[src/rtl/types_pkg.sv]
// Shared types for the instruction fetch stage: machine word, fetch FSM
// states, the buffered fetch entry and a word-alignment helper.
package types_pkg;

   typedef logic [31:0] word_t;

   typedef enum logic [1:0] {
      IDLE   = 2'd0,
      WAIT   = 2'd1,
      DROP   = 2'd2,
      HALTED = 2'd3
   } fetch_state_t;

   // One buffered instruction together with the address it was fetched from.
   typedef struct packed {
      word_t pc;
      word_t instr;
   } fetch_entry_t;

   localparam word_t WORD_BYTES = 32'd4;

   // Force an address onto a word boundary by clearing the byte offset.
   function automatic word_t word_align(input word_t addr);
      return {addr[31:2], 2'b00};
   endfunction

endpackage

[src/rtl/fetch_fifo.sv]
// Synchronous instruction buffer between fetch and decode. Flush empties it
// in one cycle and wins over a same-cycle push or pop; push and pop in the
// same cycle both take effect with the occupancy unchanged.
module fetch_fifo
   import types_pkg::*;
#(
   parameter int DEPTH = 2
)
(
   input  logic                     i_clk,
   input  logic                     i_rst_n,
   input  logic                     i_flush,
   input  logic                     i_push,
   input  fetch_entry_t             i_push_data,
   input  logic                     i_pop,
   output fetch_entry_t             o_head,
   output logic [$clog2(DEPTH):0]   o_count,
   output logic                     o_empty
);

   localparam int PTR_W = $clog2(DEPTH);
   localparam int CNT_W = PTR_W + 1;

   fetch_entry_t     r_mem [DEPTH];
   logic [PTR_W-1:0] r_wr_ptr;
   logic [PTR_W-1:0] r_rd_ptr;
   logic [CNT_W-1:0] r_count;

   logic w_empty;
   logic w_full;
   logic w_do_push;
   logic w_do_pop;

   assign w_empty   = (r_count == CNT_W'(0));
   assign w_full    = (r_count == CNT_W'(DEPTH));
   // Pops of an empty buffer are ignored; a push into a full buffer is only
   // allowed when the head leaves in the same cycle.
   assign w_do_pop  = i_pop && !w_empty;
   assign w_do_push = i_push && (!w_full || w_do_pop);

   assign o_head  = r_mem[r_rd_ptr];
   assign o_count = r_count;
   assign o_empty = w_empty;

   // Pointer and occupancy bookkeeping; pointers wrap naturally (power-of-two depth).
   always_ff @(posedge i_clk or negedge i_rst_n) begin
      if (!i_rst_n) begin
         r_wr_ptr <= PTR_W'(0);
         r_rd_ptr <= PTR_W'(0);
         r_count  <= CNT_W'(0);
      end else if (i_flush) begin
         r_wr_ptr <= PTR_W'(0);
         r_rd_ptr <= PTR_W'(0);
         r_count  <= CNT_W'(0);
      end else begin
         if (w_do_push) begin
            r_wr_ptr <= r_wr_ptr + PTR_W'(1);
         end
         if (w_do_pop) begin
            r_rd_ptr <= r_rd_ptr + PTR_W'(1);
         end
         case ({w_do_push, w_do_pop})
            2'b10:   r_count <= r_count + CNT_W'(1);
            2'b01:   r_count <= r_count - CNT_W'(1);
            default: r_count <= r_count;
         endcase
      end
   end

   // Entry storage; cleared on reset so the head reads as zero until written.
   always_ff @(posedge i_clk or negedge i_rst_n) begin
      if (!i_rst_n) begin
         for (int i = 0; i < DEPTH; i++) begin
            r_mem[i] <= '0;
         end
      end else if (w_do_push && !i_flush) begin
         r_mem[r_wr_ptr] <= i_push_data;
      end
   end

endmodule

[src/rtl/fetch_stage.sv]
// Instruction fetch stage: issues one word request at a time to instruction
// memory, buffers returned instructions with their PC for decode, and handles
// redirects (flush + refetch) and a sticky halt.
module fetch_stage
   import types_pkg::*;
#(
   parameter word_t RESET_PC   = 32'h0000_0000,
   parameter int    FIFO_DEPTH = 2
)
(
   input  logic  CLK,
   input  logic  nRST,
   output logic  imem_req,
   output word_t imem_addr,
   input  logic  imem_ready,
   input  word_t imem_rdata,
   output logic  dec_valid,
   output word_t dec_instr,
   output word_t dec_pc,
   input  logic  dec_ready,
   input  logic  redirect,
   input  word_t redirect_pc,
   input  logic  halt
);

   localparam int CNT_W = $clog2(FIFO_DEPTH) + 1;

   fetch_state_t     r_state;
   fetch_state_t     w_next_state;
   word_t            r_pc;

   logic             w_req;
   logic             w_push;
   logic             w_flush;
   logic             w_load_redirect;
   logic             w_pop;
   logic             w_room;
   logic             w_fifo_empty;
   logic [CNT_W-1:0] w_fifo_count;
   fetch_entry_t     w_push_entry;
   fetch_entry_t     w_head;

   // A new request may only go out while the buffer still has a free slot,
   // which guarantees the response always has somewhere to land.
   assign w_room       = (w_fifo_count < CNT_W'(FIFO_DEPTH));
   assign w_push_entry = '{pc: r_pc, instr: imem_rdata};

   // State register.
   always_ff @(posedge CLK or negedge nRST) begin
      if (!nRST) begin
         r_state <= IDLE;
      end else begin
         r_state <= w_next_state;
      end
   end

   // Next-state logic; halt outranks everything, a response ends any wait.
   always_comb begin
      w_next_state = r_state;
      case (r_state)
         IDLE: begin
            if (halt) begin
               w_next_state = HALTED;
            end else if (w_req) begin
               w_next_state = WAIT;
            end else begin
               w_next_state = IDLE;
            end
         end
         WAIT: begin
            if (halt) begin
               w_next_state = HALTED;
            end else if (imem_ready) begin
               w_next_state = IDLE;
            end else if (redirect) begin
               w_next_state = DROP;
            end else begin
               w_next_state = WAIT;
            end
         end
         DROP: begin
            if (halt) begin
               w_next_state = HALTED;
            end else if (imem_ready) begin
               w_next_state = IDLE;
            end else begin
               w_next_state = DROP;
            end
         end
         HALTED: begin
            w_next_state = HALTED;
         end
         default: begin
            w_next_state = IDLE;
         end
      endcase
   end

   // Per-state control: request, push of a wanted response, flush and PC load.
   // The IDLE request is withheld during a redirect/halt cycle so that no
   // request is ever issued for a PC that is about to be discarded.
   always_comb begin
      w_req           = 1'b0;
      w_push          = 1'b0;
      w_flush         = 1'b0;
      w_load_redirect = 1'b0;
      case (r_state)
         IDLE: begin
            w_req           = w_room && !redirect && !halt;
            w_flush         = halt || redirect;
            w_load_redirect = redirect && !halt;
         end
         WAIT: begin
            w_req           = 1'b1;
            w_push          = imem_ready && !redirect && !halt;
            w_flush         = halt || redirect;
            w_load_redirect = redirect && !halt;
         end
         DROP: begin
            w_req           = 1'b0;
            w_flush         = halt || redirect;
            w_load_redirect = redirect && !halt;
         end
         HALTED: begin
            w_req           = 1'b0;
            w_flush         = 1'b1;
         end
         default: begin
            w_req           = 1'b0;
            w_flush         = 1'b1;
         end
      endcase
   end

   // Fetch PC: redirect target (word aligned) wins, else advance on each push.
   always_ff @(posedge CLK or negedge nRST) begin
      if (!nRST) begin
         r_pc <= RESET_PC;
      end else if (w_load_redirect) begin
         r_pc <= word_align(redirect_pc);
      end else if (w_push) begin
         r_pc <= r_pc + WORD_BYTES;
      end else begin
         r_pc <= r_pc;
      end
   end

   // The request is suppressed while reset is held so memory sees nothing.
   assign imem_req  = w_req && nRST;
   assign imem_addr = r_pc;

   assign dec_valid = !w_fifo_empty && (r_state != HALTED);
   assign dec_instr = w_head.instr;
   assign dec_pc    = w_head.pc;
   assign w_pop     = dec_valid && dec_ready;

   fetch_fifo #(
      .DEPTH (FIFO_DEPTH)
   ) u_fifo (
      .i_clk       (CLK),
      .i_rst_n     (nRST),
      .i_flush     (w_flush),
      .i_push      (w_push),
      .i_push_data (w_push_entry),
      .i_pop       (w_pop),
      .o_head      (w_head),
      .o_count     (w_fifo_count),
      .o_empty     (w_fifo_empty)
   );

endmodule

[config.mk]
export PLATFORM = sky130hd
export DESIGN_NAME = fetch_stage
export DESIGN_NICKNAME = d
export VERILOG_FILES = /design/src/rtl/types_pkg.sv /design/src/rtl/fetch_fifo.sv /design/src/rtl/fetch_stage.sv
export SDC_FILE = /design/constraint.sdc
export NUM_CORES = 1
export LEC_CHECK = 0
export CAP_MARGIN = 25
export CELL_PAD_IN_SITES_DETAIL_PLACEMENT = 0
export CELL_PAD_IN_SITES_GLOBAL_PLACEMENT = 2
export CORE_UTILIZATION = 30
export CTS_CLUSTER_DIAMETER = 40
export DETAILED_ROUTE_END_ITERATION = 12
export DONT_BUFFER_PORTS = 1
export PLACE_DENSITY = 0.59
export SKIP_LAST_GASP = 1
export SLEW_MARGIN = 20
export SYNTH_ARGS = -nofsm -noshare
export SYNTH_HDL_FRONTEND = slang
export SYNTH_SLANG_ARGS = --single-unit
export TNS_END_PERCENT = 1
[constraint.sdc]
create_clock -name CLK -period 2.14 [get_ports CLK]
set_clock_uncertainty 0.1 [all_clocks]
set_input_delay 0.214 -clock CLK [delete_from_list [all_inputs] [get_ports CLK]]
set_output_delay 0.214 -clock CLK [all_outputs]
set_load 0.02 [all_outputs]
==> results.py <==
metrics = {
    "critical_path": {
        "crit_fanout": 37,
        "cp.arrival_ns": 2.26,
        "critPathRequiredTime_ns": 2.35,
        "end_kind": "flip-flop",
        "path_cells": "and2_4, nand3b_4, a31o_4, or2_4, buf_12, mux2_4",
        "crit_buf_inv": 1,
        "criticalPathCategory": "reg -> reg",
        "critical_path.max_stage_delay_ns": 0.45,
        "cp_top_family": "simple AND/OR/NAND/NOR gates",
        "slowest_stage": "dfrtp_1",
        "critPathLaunchType": "flip-flop",
    },
    "drt": {
        "drt_drc_violations_left": 0,
        "highest_layer": "met4",
        "wl_per_cell_um": 19.6,
        "drtIter0Drc": 278,
        "routed_via_density": 4.88,
        "wl_um": 20100,
        "met1_length_um": 9200,
        "dr.pass1.iters": 4,
        "met3_wirelength_um": 1110,
        "route.met2.wl_um": 9600,
        "postRouteAntennaNets": 0,
        "num_vias": 5012,
    },
    "power": {
        "intPower_uw": 5320,
        "p_sw_frac": 0.256,
        "irDropWorstVdd_uv": 435,
        "combPwrFrac": 0.090,
        "pwr-share-clk": 0.464,
        "p_sw_uw": 1830,
        "finalPower_uw": 7150,
        "seq_power_share": 0.446,
        "power.density_nw_per_um2": 735,
        "p_leak_uw": 0.00467,
    },
    "final_layout": {
        "fillers": 2387,
        "num_antenna_cells": 0,
        "nNetsFinal": 756,
        "final_cells": 1027,
        "multi_input_area_sq_um": 3520,
        "layout-drive-gt1-share": 0.393,
        "areaGrowthSynthToFinish_pct": 24.7,
        "regArea_sq_um": 4010,
    },
    "global_routing": {
        "grt_overflow": 0,
        "antenna_found_initial": 0,
        "grt_pass1_wl_um": 31600,
        "grt_max_degree": 162,
        "grt_pass1_vias": 5504,
        "grt_use_total": 0.155,
    },
    "sta": {
        "fmax_mhz": 488,
        "finalSetupViolations": 0,
        "fin_crit_ns": 2.05,
        "rsz0062_at_grt": "true",
        "slew_violations": 0,
        "post-route-period-util": 0.958,
        "fin_hold_ws_ns": -0.625,
        "relSlewSlack": 0.649,
        "tightest_slew_ns": 0.523,
        "setup_slack_ns": 0.0907,
        "hold_viol_final": 160,
    },
    "clock_network": {
        "cts_hold_buffers": 67,
        "cts_root_buf": "clkbuf_16",
        "cts.clk_slew.worst_paths_ns": 0.07,
        "cts.sinks": 160,
        "clock_latency_ns": 0.43,
        "cts_made_buffers": 17,
        "cts_tree": "done",
        "cts.path.max_buffers": 2,
        "h-tree-depth": 4,
    },
    "outcome": {
        "violations": "negative hold slack",
        "status": "finished with violations",
    },
    "synthesis": {
        "synthSimpleGateAreaFrac": 0.0772,
        "synth_area_per_cell_sq_um": 13.3,
        "ys_async_sr_fraction": 1.00,
        "yosys.area_share.xor_xnor": 0.0180,
        "ys_ff_latch": 160,
        "synth_edf_count": 0,
        "muxShareOfSynthArea": 0.298,
        "synth_compound_area_frac": 0.0531,
        "yosysSeqAreaShare": 0.514,
        "synthFlopType": "dfrtp_1",
        "ys.warnings.count": 0,
        "synth_top_family_by_area": "multiplexers",
        "syn_area_sq_um": 7800,
        "syn_inst": 588,
        "synth_fa_ha_area_frac": 0.00321,
        "synth_cell_types": 48,
    },
    "floorplan": {
        "die_h_um": 163,
        "fp-row-count": 58,
        "core_sq_um": 25300,
        "pin_count": 168,
        "die-area_sq_um": 26600,
        "start_util": 0.308,
        "chipWidth_um": 163,
    },
    "placement": {
        "portBuffers": 0,
        "dp.cells": 927,
        "place_congestion": 0.739,
        "place_ws_ns": 0.107,
        "place_hpwl_um": 13100,
    },
    "min_path": {
        "min_path_type": "in -> async",
    },
    "run": {
        "maxCapViolCount": 0,
    },
}
==> cell families after synthesis <==
kind of cell	after synthesis
compound gates	62
flops	160
xor+xnor	16
mux	186
buf+inv	46
fa+ha+maj	2
other cells	1
simple gates	115
==> cell type report <==
cell class | count | share of cell area
Multi-Input combinational cell | 385 | 0.362
Tap cell | 330 | 0.0425
Inverter | 5 | 0.00193
Sequential cell | 160 | 0.412
Timing Repair Buffer | 115 | 0.116
Clock inverter | 14 | 0.0201
Clock buffer | 18 | 0.0452
==> path summary, 6_finish.rpt <==
path / slack, ns / depth (start not counted) / to / from
min: -0.63 / 0 / u_fifo.r_mem[88] / nRST
min in group CLK: 0.02 / 3 / u_fifo.r_rd_ptr / dec_ready
max: 0.09 / 6 / u_fifo.r_mem[50] / r_state[0]
min reg2reg: 0.40 / 1 / u_fifo.r_mem[71] / u_fifo.r_mem[71]
max in group asynchronous: 2.38 / 0 / u_fifo.r_rd_ptr / nRST
max reg2reg: 0.09 / 6 / u_fifo.r_mem[50] / r_state[0]
==> power groups by stage <==
stage,clock [uW],sequential [uW],combinational [uW]
floorplan,0,3360,248
detailed placement,0,3250,538
finish,3320,3190,641
global route,3560,3200,688
global placement,0,3240,531
CTS,3450,3190,651
==> per-stage QoR <==
stage          setup TNS (ns)  utilization  instance area [sq um]
2_1_floorplan               0            -                   7810
3_3_place_gp                0        0.332                   8400
3_5_place_dp                0        0.332                   8400
4_1_cts                     0        0.384                   9720
5_1_grt              -0.00548        0.384                   9720
6_report                    0        0.384                   9720
==> metal layers <==
metal | up-vias | track usage
met5 | - | 0
met4 | 0 | 0.0425
met3 | 10 | 0.0383
met2 | 125 | 0.255
met1 | 2567 | 0.200
li1 | 2310 | -
==> layout by cell type (no fill, tap or decap), drive strengths merged, types with 3 or more instances in the layout <==
cell	count
mux2	186
dfrtp	160
dlygate4sd3	67
buf	48
nand2	35
nand3	25
o21ai	20
clkbuf	18
nor2	16
inv	13
xor2	11
nand4	9
a22oi	8
a21oi	7
nor3	6
and2	6
o311ai	5
xnor2	5
o22ai	4
conb	4
or3	3
o211ai	3
and3	3
a211oi	3
a311oi	3
a31oi	3
bufinv	3
==> synth_stat cells, types with 6 or more instances <==
| cell | count | area, sq um |
|---|---|---|
| o21ai_0 | 20 | 100 |
| mux2_4 | 60 | 901 |
| mux2_2 | 126 | 1420 |
| buf_6 | 13 | 146 |
| dfrtp_1 | 160 | 4000 |
| a21oi_1 | 7 | 35.0 |
| nand2_1 | 35 | 131 |
| nand4_1 | 9 | 56.3 |
| xor2_1 | 11 | 96.3 |
| nor2_1 | 14 | 52.6 |
| nand3_1 | 25 | 125 |
| nor3_1 | 6 | 30.0 |
| a22oi_1 | 8 | 60.1 |
| clkbuf_1 | 21 | 78.8 |
==> sequential cells by signal, summed over array words and instances, names as in the netlist <==
name	count
u_fifo.r_mem	124
imem_addr	30
u_fifo.r_rd_ptr	1
r_state	2
u_fifo.o_count	2
u_fifo.r_wr_ptr	1
==> worst reg2reg max path, cell delays in order, from the launching register on <==
cell and delay (ns):
dfrtp_1 0.45, and2_4 0.22, nand3b_4 0.09, a31o_4 0.24, or2_4 0.26, buf_12 0.21, mux2_4 0.37
==> what timing repair did <==
action	4_1_cts	5_1_grt
resized for setup	0	1
setup buffers	1	0
setup endpoints to repair	42	16
hold endpoints to repair	260	160
(Power assumes the default switching activity.)
